[src/rtl/hamming_pkg.sv]
// hamming_pkg: shared Hamming(7,4) positions, FSM encoding and codeword helpers.
package hamming_pkg;
    localparam int CW_W = 7;
    localparam int P1 = 1, P2 = 2, D1 = 3, P4 = 4, D2 = 5, D3 = 6, D4 = 7;

    typedef enum logic [1:0] {IDLE, SEND_HI, SEND_LO} state_t;

    function automatic logic [1:CW_W] encode74(input logic [3:0] n);
        logic [1:CW_W] c;
        c = '0;
        c[D1] = n[3];
        c[D2] = n[2];
        c[D3] = n[1];
        c[D4] = n[0];
        c[P1] = c[D1] ^ c[D2] ^ c[D4];
        c[P2] = c[D1] ^ c[D3] ^ c[D4];
        c[P4] = c[D2] ^ c[D3] ^ c[D4];
        return c;
    endfunction

    // Position 0 means "no injection"; positions 1..7 select c[1] (MSB) .. c[7].
    function automatic logic [1:CW_W] flip_mask(input logic [2:0] pos);
        return (pos == 3'd0) ? '0 : 7'b1000000 >> (pos - 3'd1);
    endfunction
endpackage

[src/rtl/hamming74_enc.sv]
// hamming74_enc: combinational nibble to Hamming(7,4) codeword c[1:7].
module hamming74_enc
    import hamming_pkg::*;
(
    input  logic [3:0]      nibble,
    output logic [1:CW_W]   code
);
    assign code = encode74(nibble);
endmodule

[src/rtl/hamming_byte_encoder.sv]
// hamming_byte_encoder: streams each byte out as two Hamming(7,4) codewords (high nibble first)
// with optional per-nibble single-bit error injection for exercising the downstream decoder.
module hamming_byte_encoder
    import hamming_pkg::*;
#(
    parameter int INJ_EN = 1,
    parameter int CNT_W  = 16
) (
    input  logic             clk,
    input  logic             rst_n,
    input  logic             in_valid,
    output logic             in_ready,
    input  logic [7:0]       in_data,
    input  logic [2:0]       inj_hi,
    input  logic [2:0]       inj_lo,
    output logic             out_valid,
    input  logic             out_ready,
    output logic [1:CW_W]    out_code,
    output logic             out_last,
    output logic [CNT_W-1:0] cw_count
);
    state_t state, state_nx;
    logic [7:0] data_q;
    logic [2:0] inj_hi_q, inj_lo_q;
    logic [1:CW_W] code_hi, code_lo;
    logic accept, xfer;

    assign accept = in_valid && in_ready;
    assign xfer   = out_valid && out_ready;

    hamming74_enc u_enc_hi (.nibble(data_q[7:4]), .code(code_hi));
    hamming74_enc u_enc_lo (.nibble(data_q[3:0]), .code(code_lo));

    always_ff @(posedge clk) begin
        if (!rst_n)
            state <= IDLE;
        else
            state <= state_nx;
    end

    always_comb begin
        state_nx = (state == IDLE)    ? (in_valid ? SEND_HI : IDLE) :
                   (state == SEND_HI) ? (out_ready ? SEND_LO : SEND_HI) :
                   (state == SEND_LO) ? (out_ready ? (in_valid ? SEND_HI : IDLE) : SEND_LO) :
                   IDLE;
    end

    // in_ready never looks at in_valid, so upstream can't form a combinational loop through us.
    always_comb begin
        in_ready  = rst_n && ((state == IDLE) || (state == SEND_LO && out_ready));
        out_valid = (state == SEND_HI) || (state == SEND_LO);
        out_last  = (state == SEND_LO);
        out_code  = (state == SEND_HI) ? code_hi ^ flip_mask(inj_hi_q) :
                    (state == SEND_LO) ? code_lo ^ flip_mask(inj_lo_q) : '0;
    end

    always_ff @(posedge clk) begin
        if (!rst_n) begin
            data_q   <= '0;
            inj_hi_q <= '0;
            inj_lo_q <= '0;
        end else if (accept) begin
            data_q   <= in_data;
            inj_hi_q <= (INJ_EN != 0) ? inj_hi : 3'd0;
            inj_lo_q <= (INJ_EN != 0) ? inj_lo : 3'd0;
        end
    end

    always_ff @(posedge clk) begin
        if (!rst_n)
            cw_count <= '0;
        else if (xfer)
            cw_count <= cw_count + 1'b1;
    end
endmodule
[config.mk]
export PLATFORM = sky130hd
export DESIGN_NAME = hamming_byte_encoder
export DESIGN_NICKNAME = d
export VERILOG_FILES = /design/src/rtl/hamming_pkg.sv /design/src/rtl/hamming74_enc.sv /design/src/rtl/hamming_byte_encoder.sv
export SDC_FILE = /design/constraint.sdc
export NUM_CORES = 1
export LEC_CHECK = 0
export BUFFER_PORTS_ARGS = -buffer_cell sky130_fd_sc_hd__buf_2
export CAP_MARGIN = 15
export CORE_MARGIN = 5
export CORE_UTILIZATION = 45
export DETAILED_ROUTE_END_ITERATION = 7
export HOLD_SLACK_MARGIN = 0.03
export PLACE_DENSITY_LB_ADDON = 0.05
export SLEW_MARGIN = 5
export SYNTH_ARGS = -nofsm -noshare
export SYNTH_HDL_FRONTEND = slang
export SYNTH_SLANG_ARGS = --single-unit
[constraint.sdc]
create_clock -name clk -period 5.8 [get_ports clk]
set_input_delay 0 -clock clk [delete_from_list [all_inputs] [get_ports clk]]
set_output_delay 0 -clock clk [all_outputs]
set_load 0.03 [all_outputs]
==> flow_metrics.py <==
metrics = {
    "outcome": {
        "run_status": "finished, final reports clean",
    },
    "synthesis": {
        "syn-mean-instance-area_um2": 7.994,
        "async_reset_ff_share_pct": 0,
        "synth_xor_area_share_pct": 16.14,
        "adder_cell_share_of_the_synthesized_area_pct": 2.770,
        "synth_enable_flop_cells": 0,
        "synthSimpleGateAreaFrac_pct": 29.50,
        "syn-instance-count": 226,
        "number_of_synthesis_warnings": 0,
        "synth.cell_area_mm2": 0.001807,
        "top_ff_cell_synth": "sky130_fd_sc_hd__dfxtp_1",
        "muxShareOfSynthArea_pct": 1.108,
        "mappedNetlistNets": 248,
        "synth.yosys.seq_area_share_pct": 35.46,
        "synth-compound-area-share_pct": 10.80,
        "synth.distinct_cells": 33,
        "synth.ff_latch_count": 32,
        "main_combinational_cell_family_by_area_after_synthesis": "simple AND/OR/NAND/NOR gates",
    },
    "route": {
        "remaining_drc_errors": 0,
        "route.antenna.remaining_nets": 0,
        "routedWlPerCell_um": 12.12,
        "dr.pass1.iters": 4,
        "drt_first_iter_violations": 110,
        "post_dr_vias_cell": 4.940,
        "dr_total_vias": 1650,
        "routed_wl_mm": 4.049,
    },
    "clock_network": {
        "tritoncts.num_buffers": 5,
        "clock_path_buffers": 2,
        "ctsResizeCount": 0,
        "clk_latency_ns": 0.28,
        "postCtsSetupBuffers": 0,
        "tritoncts_num_sinks": 32,
        "clk_root_buffer_cell": "sky130_fd_sc_hd__clkbuf_8",
        "tritoncts_clock_tree": "yes",
        "path_clk_slew_ns": 0.06,
        "h-tree-depth": 2,
    },
    "die": {
        "die_wd_um": 73.37,
        "initial_core_util_pct": 45.83,
        "floorplan.rows": 23,
        "core_area_mm2": 0.003943,
        "io_pins": 44,
        "floorplan.die.height_um": 73.37,
        "die-area_mm2": 0.005382,
    },
    "timing": {
        "setup_total_negative_slack_ns": 0,
        "clock.fmax_ghz": 0.4762,
        "fin_crit_sh_pct": 36.20,
        "setup_violations": 0,
        "final-max-slew-violation-count": 0,
        "grt_setup_unrepaired": "no",
        "timing.max_slew.rel_slack_pct": 63.08,
        "tightestPinTransition_ns": 0.5503,
        "final_hold_viol_count": 0,
        "fin_worst_skew_ns": 0.003556,
        "finalCriticalPeriod_ns": 2.100,
    },
    "worst_setup_path": {
        "critical_path.reg2reg.startpoint": "state[0]$_SDFF_PN0_",
        "path_buf_inv": 1,
        "crit_path_end_kind": "flop",
        "family_with_the_most_delay_on_the_worst_path": "simple AND/OR/NAND/NOR gates",
        "critical_path_arrival_ns": 2.30,
        "worst_path_largest_cell_delay_ns": 0.59,
        "worstSetupStartpointType": "flop",
        "critical_path_origin": "state[0]$_SDFF_PN0_",
        "chain_of_cells_forming_the_critical_path": "inv_1, ha_1, nand3_4, or4_4, or3_1, a21oi_1",
        "critPathKind": "reg2reg",
        "slowest_stage": "sky130_fd_sc_hd__or4_4",
        "crit_fanout": 10,
        "cp.required_ns": 6.00,
    },
    "place": {
        "hpwl_mm": 2.776,
        "io_buffers": 43,
        "globalplace.congestion": 0.7589,
        "post_dp_cell_area_mm2": 0.002049,
    },
    "worst_hold_path": {
        "timing.hold.worst.start": "out_ready",
        "hold_path_class": "in2reg",
    },
    "power": {
        "power.net_switching_w": 0.0001332,
        "clockPowerShare_pct": 34.9,
        "leakage_power_figure_nw": 0.9177,
        "sequential_share_of_power_pct": 48.0,
        "internal-power_w": 0.0003694,
        "max-vdd-ir-drop_v": 0.0001505,
        "power-per-cell-area_mw_per_mm2": 219.5,
        "p_sw_share_pct": 26.50,
        "power.combinational.fraction_pct": 17.1,
    },
    "cells_and_area": {
        "flow.area_growth_from_synthesis_pct": 26.73,
        "final_layout_size_suffix_gt1_share_pct": 19.37,
        "final_area_mm2": 0.002290,
        "layout_common_cells": "sky130_fd_sc_hd__nand2_1, sky130_fd_sc_hd__buf_2, sky130_fd_sc_hd__dfxtp_1",
        "final_common_cell": "sky130_fd_sc_hd__nand2_1",
        "fill_cells": 392,
        "antennaDiodeCount": 0,
        "nets": 305,
    },
    "global_route": {
        "grt_use_met3_pct": 4.651,
        "global_route_wire_length_before_repair_mm": 7.120,
        "largest_net_degree_at_the_start_of_global_routing": 29,
        "total_routing_usage_gr_pct": 16.76,
        "grt-busiest-layer": "met2",
        "use_met2_pct": 25.32,
        "grt_remaining_overflow": 0,
        "use_met1_pct": 22.80,
        "via_count_of_the_first_global_routing_pass": 1593,
        "antenna_found_initial": 0,
    },
    "flow_run": {
        "drv.max_cap_violation_count": 0,
    },
}
[kinds of logic (layout without fill, tap and decap cells)]
kind of cell	after synthesis	after routing
compound gates	38	38
xor+xnor	27	27
fa+ha+maj	4	4
buf+inv	18	76
flops	32	32
mux	2	2
simple gates	105	105
[flip-flops by register name, indices dropped and copies added, names as in the netlist]
| signal | flops |
|---|---|
| inj_hi_q | 3 |
| data_q | 8 |
| cw_count | 16 |
| state | 2 |
| inj_lo_q | 3 |
[final cells by class]
class,instances,area (µm²),share of cell area [%]
flip-flops and latches,32,640.6,27.98
inverters,9,33.78,1.475
multi-input cells,176,1090,47.60
clock buffers,8,90.09,3.934
well taps,50,62.56,2.732
repair buffers,59,372.9,16.28
[synth_stat cells (5+ instances only)]
library cell | count | share of area (%)
sky130_fd_sc_hd__nand2_1 | 48 | 10
sky130_fd_sc_hd__dfxtp_1 | 32 | 35
sky130_fd_sc_hd__o21ai_0 | 26 | 7.2
sky130_fd_sc_hd__xnor2_1 | 17 | 8.2
sky130_fd_sc_hd__nor2_1 | 14 | 2.9
sky130_fd_sc_hd__a21oi_1 | 11 | 3.0
sky130_fd_sc_hd__inv_1 | 8 | 1.7
sky130_fd_sc_hd__nand3_1 | 8 | 2.2
sky130_fd_sc_hd__clkbuf_1 | 7 | 1.5
sky130_fd_sc_hd__xor2_1 | 6 | 2.9
sky130_fd_sc_hd__nand3b_1 | 5 | 2.1
sky130_fd_sc_hd__nor3b_1 | 5 | 2.1
[final timing paths]
kind | cells after the start | slack, ns | to
hold reg to reg | 2 | 0.49 | cw_count[1]$_SDFFE_PN0P_
hold / removal | 3 | 0.07 | cw_count[1]$_SDFFE_PN0P_
setup reg to reg | 6 | 3.70 | cw_count[15]$_SDFFE_PN0P_
setup / recovery | 6 | 3.70 | cw_count[15]$_SDFFE_PN0P_
[per-stage QoR]
step | setup WS, ns | power [W] | instances | hold WS [ns] | utilization (%)
2_1_floorplan | 3.632 | 0.0003049 | 226 | 0.1086 | -
6_report | 3.700 | 0.0005026 | 334 | 0.07178 | 58.08
5_1_grt | 3.582 | 0.0005299 | 334 | 0.08536 | 58.08
4_1_cts | 3.693 | 0.0005090 | 334 | 0.06537 | 58.08
3_3_place_gp | 3.763 | 0.0003239 | 311 | 0.1935 | 51.98
3_5_place_dp | 3.711 | 0.0003245 | 311 | 0.1986 | 51.98
[tightest hold or removal path, cell delays in order]
cell and delay (ns):
sky130_fd_sc_hd__buf_2 0.16, sky130_fd_sc_hd__nand3_1 0.09, sky130_fd_sc_hd__a21oi_1 0.05
[layer usage]
metal	wire length (µm)	vias up
met2	1749	27
met1	2064	745
li1	-	873
met3	197	5
met5	0	-
met4	38	0
[power groups by stage]
stage	clock (W)	combinational (W)	sequential (W)
after floorplan	0	0.0000621	0.000243
after global placement	0	0.0000777	0.000246
after detailed placement	0	0.0000783	0.000246
after CTS	0.000182	0.0000862	0.000241
after global routing	0.000192	0.0000949	0.000243
final	0.000175	0.0000860	0.000241
[what timing repair did]
item	4_1_cts	5_1_grt
hold buffers	15	0
endpoints found under the setup margin	0	0
hold endpoints to repair	15	0
(Power assumes the default switching activity.)
